`config.mk`:
```
export PLATFORM = sky130hd
export DESIGN_NAME = button_debouncer
export DESIGN_NICKNAME = d
export VERILOG_FILES = /design/src/rtl/debounce_pkg.sv /design/src/rtl/sync_2ff.sv /design/src/rtl/button_debouncer.sv
export SDC_FILE = /design/constraint.sdc
export NUM_CORES = 1
export LEC_CHECK = 0
export CAP_MARGIN = 20
export CORE_ASPECT_RATIO = 1.75
export CORE_MARGIN = 3
export CORE_UTILIZATION = 55
export DETAILED_ROUTE_END_ITERATION = 6
export DONT_BUFFER_PORTS = 1
export GPL_TIMING_DRIVEN = 0
export PLACE_DENSITY_LB_ADDON = 0.12
export SKIP_LAST_GASP = 1
export SLEW_MARGIN = 20
export SYNTH_ARGS = -nofsm -noshare
export SYNTH_HDL_FRONTEND = slang
export SYNTH_SLANG_ARGS = --single-unit
```
`constraint.sdc`:
```
create_clock -name clk -period 2.2 [get_ports clk]
set_input_delay 0.66 -clock clk [delete_from_list [all_inputs] [get_ports clk]]
set_output_delay 0.66 -clock clk [all_outputs]
set_load 0.005 [all_outputs]
```
`src/rtl/debounce_pkg.sv`:
```
// Shared types, timing defaults and width helper for the button debouncer.
package debounce_pkg;

   typedef enum logic [1:0] {
      IDLE           = 2'd0,
      SETTLE_PRESS   = 2'd1,
      HELD           = 2'd2,
      SETTLE_RELEASE = 2'd3
   } state_t;

   // Board-clock defaults: 1 ms settle, 100 ms first repeat, 50 ms repeat rate at 50 MHz.
   localparam logic [15:0] DEF_SETTLE_CYCLES = 16'd50000;
   localparam logic [23:0] DEF_REPEAT_DELAY  = 24'd5000000;
   localparam logic [23:0] DEF_REPEAT_PERIOD = 24'd2500000;

   // Bits needed for a counter that must hold values 0..max_count.
   function automatic int cnt_width(input int max_count);
      if (max_count < 1) return 1;
      return $clog2(max_count + 1);
   endfunction

endpackage

```
`src/rtl/sync_2ff.sv`:
```
// Two-flop synchroniser for a single asynchronous input, synchronous reset.
module sync_2ff (
   input  logic clk,
   input  logic reset,
   input  logic d,
   output logic q
);

   logic s1;

   // Capture the raw input, then re-time it once more before use.
   always_ff @(posedge clk) begin
      if (reset) begin
         s1 <= 1'b0;
         q  <= 1'b0;
      end else begin
         s1 <= d;
         q  <= s1;
      end
   end

endmodule

```
`src/rtl/button_debouncer.sv`:
```
// Push-button conditioner: synchronise, settle-filter, press/release strobes,
// optional hold-to-repeat.
//
// state          | meaning
// ---------------+-----------------------------------------------------------
// IDLE           | released and settled, waiting for a synchronised 1
// SETTLE_PRESS   | counting consecutive 1 samples before accepting the press
// HELD           | press accepted; hold counter drives auto-repeat
// SETTLE_RELEASE | counting consecutive 0 samples; hold counter frozen
module button_debouncer
   import debounce_pkg::*;
#(
   parameter logic [15:0] settle_cycles = DEF_SETTLE_CYCLES,
   parameter logic [23:0] repeat_delay  = DEF_REPEAT_DELAY,
   parameter logic [23:0] repeat_period = DEF_REPEAT_PERIOD
) (
   input  logic clk,
   input  logic reset,
   input  logic button,
   input  logic repeat_enable,
   output logic strobe,
   output logic release_strobe,
   output logic pressed
);

   localparam int SETTLE_W = cnt_width(int'(settle_cycles));
   localparam int HOLD_MAX = (repeat_delay > repeat_period) ? int'(repeat_delay)
                                                             : int'(repeat_period);
   localparam int HOLD_W   = cnt_width(HOLD_MAX);

   // The count holds samples already seen, so the current sample completes
   // the run when the count equals the target minus one.
   localparam logic [SETTLE_W-1:0] SETTLE_ONE  = SETTLE_W'(1);
   localparam logic [SETTLE_W-1:0] SETTLE_LAST = SETTLE_W'(int'(settle_cycles) - 1);
   localparam logic [HOLD_W-1:0]   HOLD_ONE    = HOLD_W'(1);
   localparam logic [HOLD_W-1:0]   DELAY_LAST  = HOLD_W'(int'(repeat_delay) - 1);
   localparam logic [HOLD_W-1:0]   PERIOD_LAST = HOLD_W'(int'(repeat_period) - 1);
   localparam bit                  SETTLE_IS_ONE = (settle_cycles == 16'd1);

   state_t              state, state_nxt;
   logic [SETTLE_W-1:0] settle_cnt, settle_nxt;
   logic [HOLD_W-1:0]   hold_cnt, hold_nxt;
   logic                repeating, repeating_nxt;
   logic                strobe_nxt, release_nxt, pressed_nxt;
   logic                s;

   sync_2ff u_sync (
      .clk   (clk),
      .reset (reset),
      .d     (button),
      .q     (s)
   );

   // State, counters and registered outputs.
   always_ff @(posedge clk) begin
      if (reset) begin
         state          <= IDLE;
         settle_cnt     <= '0;
         hold_cnt       <= '0;
         repeating      <= 1'b0;
         strobe         <= 1'b0;
         release_strobe <= 1'b0;
         pressed        <= 1'b0;
      end else begin
         state          <= state_nxt;
         settle_cnt     <= settle_nxt;
         hold_cnt       <= hold_nxt;
         repeating      <= repeating_nxt;
         strobe         <= strobe_nxt;
         release_strobe <= release_nxt;
         pressed        <= pressed_nxt;
      end
   end

   // Next-state, counter updates and strobe decisions.
   always_comb begin
      state_nxt     = state;
      settle_nxt    = settle_cnt;
      hold_nxt      = hold_cnt;
      repeating_nxt = repeating;
      strobe_nxt    = 1'b0;
      release_nxt   = 1'b0;
      unique case (state)
         IDLE: begin
            if (s) begin
               if (SETTLE_IS_ONE) begin
                  state_nxt     = HELD;
                  strobe_nxt    = 1'b1;
                  settle_nxt    = '0;
                  hold_nxt      = '0;
                  repeating_nxt = 1'b0;
               end else begin
                  state_nxt  = SETTLE_PRESS;
                  settle_nxt = SETTLE_ONE;
               end
            end
         end
         SETTLE_PRESS: begin
            if (!s) begin
               state_nxt  = IDLE;
               settle_nxt = '0;
            end else if (settle_cnt == SETTLE_LAST) begin
               state_nxt     = HELD;
               strobe_nxt    = 1'b1;
               settle_nxt    = '0;
               hold_nxt      = '0;
               repeating_nxt = 1'b0;
            end else begin
               settle_nxt = settle_cnt + SETTLE_ONE;
            end
         end
         HELD: begin
            if (!s) begin
               if (SETTLE_IS_ONE) begin
                  state_nxt   = IDLE;
                  release_nxt = 1'b1;
                  settle_nxt  = '0;
               end else begin
                  state_nxt  = SETTLE_RELEASE;
                  settle_nxt = SETTLE_ONE;
               end
            end else if (!repeat_enable) begin
               // Re-enabling restarts from the initial repeat delay.
               hold_nxt      = '0;
               repeating_nxt = 1'b0;
            end else if (hold_cnt == (repeating ? PERIOD_LAST : DELAY_LAST)) begin
               strobe_nxt    = 1'b1;
               hold_nxt      = '0;
               repeating_nxt = 1'b1;
            end else begin
               hold_nxt = hold_cnt + HOLD_ONE;
            end
         end
         SETTLE_RELEASE: begin
            if (s) begin
               // Release bounce: hold counter resumes where it stopped.
               state_nxt  = HELD;
               settle_nxt = '0;
            end else if (settle_cnt == SETTLE_LAST) begin
               state_nxt   = IDLE;
               release_nxt = 1'b1;
               settle_nxt  = '0;
            end else begin
               settle_nxt = settle_cnt + SETTLE_ONE;
            end
         end
      endcase
      pressed_nxt = (state_nxt == HELD) || (state_nxt == SETTLE_RELEASE);
   end

endmodule

```
==> results of run 1 <==
## registers in the layout, summed over array words and instances (netlist names)
register        flops
release_strobe      1
settle_cnt         16
pressed             1
hold_cnt           23
u_sync.s1           1
u_sync.q            1
strobe              1
state               2
repeating           1
## through the flow
step	hold WS, ns	util (%)	cells	setup slack [ns]
after CTS	0.409	64.1	340	0.000939
after global placement	0.428	59.8	331	-0.355
final	0.410	65.5	341	0.0725
after floorplan	0.414	-	282	-0.00781
after detailed placement	0.424	59.8	331	-0.398
after global routing	0.415	65.5	341	-0.00135
## timing repair
action                     in CTS  in global routing
resized for setup              19                 21
hold endpoints to repair        0                  0
pin swaps                       3                  3
hold buffers                    0                  0
buffers inserted                4                  3
setup endpoints to repair      37                 35
## layer usage
layer / vias up / part of all wire (%)
met3: 12 / 1.5
met2: 19 / 59
li1: 1045 / -
met5: - / 0
met4: 0 / 2.5
met1: 982 / 37
## final timing paths
path                  from            to  cells past startpoint
min reg2reg      u_sync.s1      u_sync.q                      1
max          settle_cnt[5]  hold_cnt[21]                      6
min                  reset      u_sync.q                      1
max reg2reg  settle_cnt[5]  hold_cnt[21]                      6
## cell families (layout without fill, tap and decap cells)
family | Yosys count | count (layout) | share of synthesized area, %
adder cells (fa/ha/maj) | 7 | 7 | 3.55
AND/OR/NAND/NOR | 144 | 144 | 32.8
XOR/XNOR | 31 | 31 | 11.0
AO/OA/AOI/OAI | 29 | 29 | 9.60
flip-flops | 47 | 47 | 38.2
multiplexers | 3 | 3 | 1.22
buffers and inverters | 21 | 31 | 3.61
## power by group through the flow
stage	clock network [mW]	registers, mW	logic, mW
floorplan	0	0.932	0.314
global placement	0	0.941	0.396
detailed placement	0	0.942	0.404
CTS	0.536	0.930	0.477
global route	0.560	0.936	0.584
finish	0.520	0.930	0.524
## area by class of cell
class	count	area, um2
clock buffers	6	82.6
multi-input cells	214	1530
plain buffers	10	65.1
clock inverters	1	5.00
inverters	7	26.3
flip-flops and latches	47	951
well taps	49	61.3
repair buffers	7	52.6
fillers	376	1460
## cell usage in the layout, fill, tap and decap left out, types with 5 or more instances in the layout
master    netlist  layout
nand3_1         8       8
nand2_1        23      23
xnor2_1        24      24
inv_1           7       7
nor3_1         36      36
buf_4           0       8
xor2_1          7       7
dfxtp_2         0       8
clkbuf_8        0       6
nand4_1        12      12
dfxtp_1        47      39
nor2_1         25      25
nor4_1          6       5
==> results.json, run 1 <==
{
  "drtPass1Iterations": 4,
  "synth_cells": 282,
  "cts_made_buffers": 5,
  "synth_top_area_share_pct": 38.2,
  "ir_worst_vdd_mv": 0.594,
  "path_max_fanout": 10,
  "fmax_mhz": 470,
  "fin_area_um2": 2770,
  "fin_worst_skew_ns": 0.00764,
  "avgRoutedWirePerCell_um": 16.5,
  "switching_share_pct": 31.7,
  "grt_pass1_vias": 2051,
  "synthTopCellsByArea": "dfxtp_1, xnor2_1, nor3_1",
  "ys_seq_elements": 47,
  "avgSynthCellArea_um2": 8.74,
  "clock_latency_ns": 0.30,
  "path_delay_family": "simple AND/OR/NAND/NOR gates",
  "yosysUniqueCellTypes": 48,
  "n_antenna_cell": 0,
  "period_share_pct": 96.7,
  "drc": 0,
  "gr-total-overflow": 0,
  "dpl.hpwl_mm": 4.04,
  "met1_usage_pct": 21.5,
  "crit_slowest_cell": "or4_4",
  "drive_gt1_share_pct": 18.5,
  "grt_max_degree": 14,
  "core_um2": 4230,
  "vias": 2058,
  "setup_viol": 0,
  "crit_path_end_kind": "flip-flop",
  "met3_usage_pct": 3.01,
  "cap_viol_max_count": 0,
  "async_reset_ff_share_pct": 0,
  "fin_nets": 303,
  "synth_top_area_cell": "dfxtp_1",
  "critPathArrivalTime_ns": 2.36,
  "syn_area_um2": 2460,
  "intPower_mw": 1.35,
  "track_usage_pct": 22.5,
  "critPathBufInv": 1,
  "drt_first_iter_violations": 73,
  "min_period_ns": 2.13,
  "p_leak_nw": 0.823,
  "p_clk_share_pct": 26.3,
  "dieArea_um2": 5350,
  "h-tree-depth": 2,
  "hold_viol_final": 0,
  "required_ns": 2.43,
  "p_switching_mw": 0.626,
  "slew_headroom_pct": 62.1,
  "synth_edf_count": 0,
  "synth.net_count": 293,
  "drv_slew": 0,
  "p_seq_share_pct": 47.1,
  "yosys.cell_count.top_type": "dfxtp_1",
  "die_x_um": 56.6,
  "die_y_um": 94.5,
  "worst-setup-path-type": "reg2reg",
  "finalWirelength_mm": 5.62,
  "routed_via_density": 6.04,
  "worst_pin_slew_ns": 0.568,
  "grt_pass1_wl_mm": 9.36,
  "cellPowerDensity_nw_per_um2": 713,
  "placed_cell_area_um2": 2530,
  "use_met2_pct": 45.0,
  "yosysWarnings": 0,
  "r2r_slack_ns": 0.07,
  "drtAntennaViolNets": 0,
  "combPwrFrac_pct": 26.5,
  "clkSinkCount": 47,
  "worstHoldPathType": "in2reg",
  "crit_chain": "nor4b_4, a41oi_4, or2_4, buf_6, or4_4, a211oi_2",
  "cts_tree": "yes",
  "finalSetupTns_ns": 0,
  "yosys-top-cells-count": "dfxtp_1, nor3_1, nor2_1, xnor2_1, nand2_1",
  "grt_most_used_layer": "met2",
  "critPathMaxStageDelay_ns": 0.51,
  "clk_pin_slew_ns": 0.08,
  "clock_path_buffers": 2,
  "area_growth_pct": 12.4,
  "numPortBuffers": 0,
  "start_kind": "flip-flop",
  "outcome": "complete, no violations",
  "initial_core_util_pct": 58.3,
  "std_cell_rows": 31,
  "cts_root_buffer": "clkbuf_8",
  "antenna_found_initial": 0,
  "yosysSeqAreaShare_pct": 38.2,
  "io_pins": 7,
  "total_power_mw": 1.97,
  "synth_flop_cell": "dfxtp_1",
  "gp_congestion": 0.841
}
Power figures use the tool's default switching activity.
==> inputs of run 2 (changes only) <==
==> constraint.sdc (replaced) <==
create_clock -name clk -period 2.45 [get_ports clk]
set_input_delay 0.735 -clock clk [delete_from_list [all_inputs] [get_ports clk]]
set_output_delay 0.735 -clock clk [all_outputs]
set_load 0.005 [all_outputs]
==> run 2 against run 1 <==
Compared with the run above: via count fell by 0.49%; sequential cell count did not move; worst setup slack improved by 0.047 ns; critical path depth rose by 1; clock skew rose by 0.0028 ns; worst hold slack improved by 0.038 ns; global-route usage rose by 0.11 points; combinational power fell by 26%; die area did not move; first-iteration DRC count rose by 1.4%; final cell count fell by 0.88%; highest routed layer unchanged; final area fell by 2.3%.
==> results.json, run 2 (synthesis results as in run 1) <==
{
  "outcome": "complete, no violations",
  "initial_core_util_pct": 58.3,
  "gp_congestion": 0.828,
  "p_leak_nw": 0.804,
  "track_usage_pct": 22.6,
  "layout_common_cells": "dfxtp_1, nor3_1, nor2_1, xnor2_1, nand2_1",
  "die_x_um": 56.6,
  "ir_worst_vdd_mv": 0.634,
  "grt_max_degree": 16,
  "worst_pin_slew_ns": 0.569,
  "required_ns": 2.68,
  "cts_made_buffers": 5,
  "drtPass1Iterations": 4,
  "fin_worst_skew_ns": 0.0104,
  "clock_path_buffers": 2,
  "largest_reg_flops": 23,
  "clock_latency_ns": 0.30,
  "fmax_mhz": 429,
  "antenna_found_initial": 0,
  "drt_first_iter_violations": 74,
  "worstHoldPathType": "reg2reg",
  "cellPowerDensity_nw_per_um2": 699,
  "die_y_um": 94.5,
  "period_share_pct": 95.1,
  "drtAntennaViolNets": 0,
  "whs_endpoint": "u_sync.q",
  "r2r_cells": 7,
  "finalWirelength_mm": 5.39,
  "drv_slew": 0,
  "avgRoutedWirePerCell_um": 16.0,
  "drive_gt1_share_pct": 10.7,
  "cap_viol_max_count": 0,
  "gr-total-overflow": 0,
  "multi_input_area_um2": 1470,
  "routed_via_density": 6.06,
  "setup_viol": 0,
  "hold_viol_final": 0,
  "min_period_ns": 2.33,
  "whs_ns": 0.448,
  "reg2reg_to": "hold_cnt[21]",
  "dpl.hpwl_mm": 3.95,
  "io_pins": 7,
  "numPortBuffers": 0,
  "grt_pass1_vias": 2096,
  "largest_register": "hold_cnt",
  "core_um2": 4230,
  "regArea_um2": 941,
  "fin_area_um2": 2710,
  "layout_commonest_cell": "dfxtp_1",
  "worst-setup-path-type": "reg2reg",
  "crit_path_end_kind": "flip-flop",
  "r2r-start": "settle_cnt[0]",
  "path_max_fanout": 10,
  "start_kind": "flip-flop",
  "area_growth_pct": 9.80,
  "std_cell_rows": 31,
  "grt_pass1_wl_mm": 9.63,
  "hold_depth": 1,
  "cts_tree": "yes",
  "min-delay-start": "u_sync.s1",
  "vias": 2048,
  "fin_nets": 299,
  "rsz0062_at_grt": "false",
  "drc": 0,
  "n_antenna_cell": 0,
  "largest_registers": "hold_cnt x23, settle_cnt x16, state x2",
  "slew_headroom_pct": 61.1,
  "r2r_slack_ns": 0.12,
  "nFillCells": 380,
  "clkSinkCount": 47,
  "placed_cell_area_um2": 2520,
  "h-tree-depth": 2,
  "cts_root_buffer": "clkbuf_8",
  "fin_util_pct": 64.0,
  "dieArea_um2": 5350,
  "clk_pin_slew_ns": 0.09,
  "critPathArrivalTime_ns": 2.56
}
[run 2: final cells by class]
cell class | instances | share of cell area, %
Clock inverter | 3 | 2.50
Multi-Input combinational cell | 214 | 54.4
Buffer | 11 | 1.94
Sequential cell | 47 | 34.8
Tap cell | 49 | 2.27
Inverter | 7 | 0.971
Timing Repair Buffer | 2 | 0.555
Clock buffer | 5 | 2.54
[run 2: repair_timing]
item                                    4_1_cts  5_1_grt
endpoints found under the setup margin       33       32
buffers inserted                              0        2
hold buffers                                  0        0
pin swaps                                     0        1
hold endpoints to repair                      0        0
gates resized for setup                       6        4
[run 2: routing by layer]
layer  part of all wire (%)  wire length (um)  up-vias  track usage (%)
met3                    1.8                98        8             3.01
met1                     40              2140      977             24.4
met2                     57              3050       29             43.1
met4                    1.8                99        0             9.50
li1                       -                 -     1034                -
met5                      0                 0        -                0
[run 2: how the worst max path moves through the flow]
stage,startpoint,cells after the start,end,slack [ns]
6_report,settle_cnt[0],7,hold_cnt[21],0.12
4_1_cts,u_sync.q,6,settle_cnt[15],-0.06
2_1_floorplan,settle_cnt[0],8,hold_cnt[21],0.20
3_3_place_gp,state[0],8,settle_cnt[2],-0.34
3_5_place_dp,state[0],8,settle_cnt[3],-0.39
5_1_grt,settle_cnt[0],7,hold_cnt[21],0.005
[run 2: worst max-delay path: stages (launching register included)]
cell and delay [ns]:
dfxtp_1 0.39, ha_1 0.18, and3_2 0.28, a41oi_4 0.22
or2_4 0.32, buf_6 0.14, or4_4 0.51, a211oi_2 0.22
[run 2: where the power goes]
| part | switching (mW) | internal, mW |
|---|---|---|
| clock | 0.268 | 0.407 |
| combinational | 0.258 | 0.130 |
| sequential | 0.0315 | 0.798 |
[run 2: per-stage QoR]
step                cells  power, mW  setup WS [ns]  setup TNS [ns]
CTS                   337       1.89        -0.0621         -0.0621
global route          338       1.99        0.00481               0
detailed placement    331       1.20         -0.386           -8.28
finish                338       1.89          0.120               0
floorplan             282       1.11          0.197               0
global placement      331       1.19         -0.338           -6.68
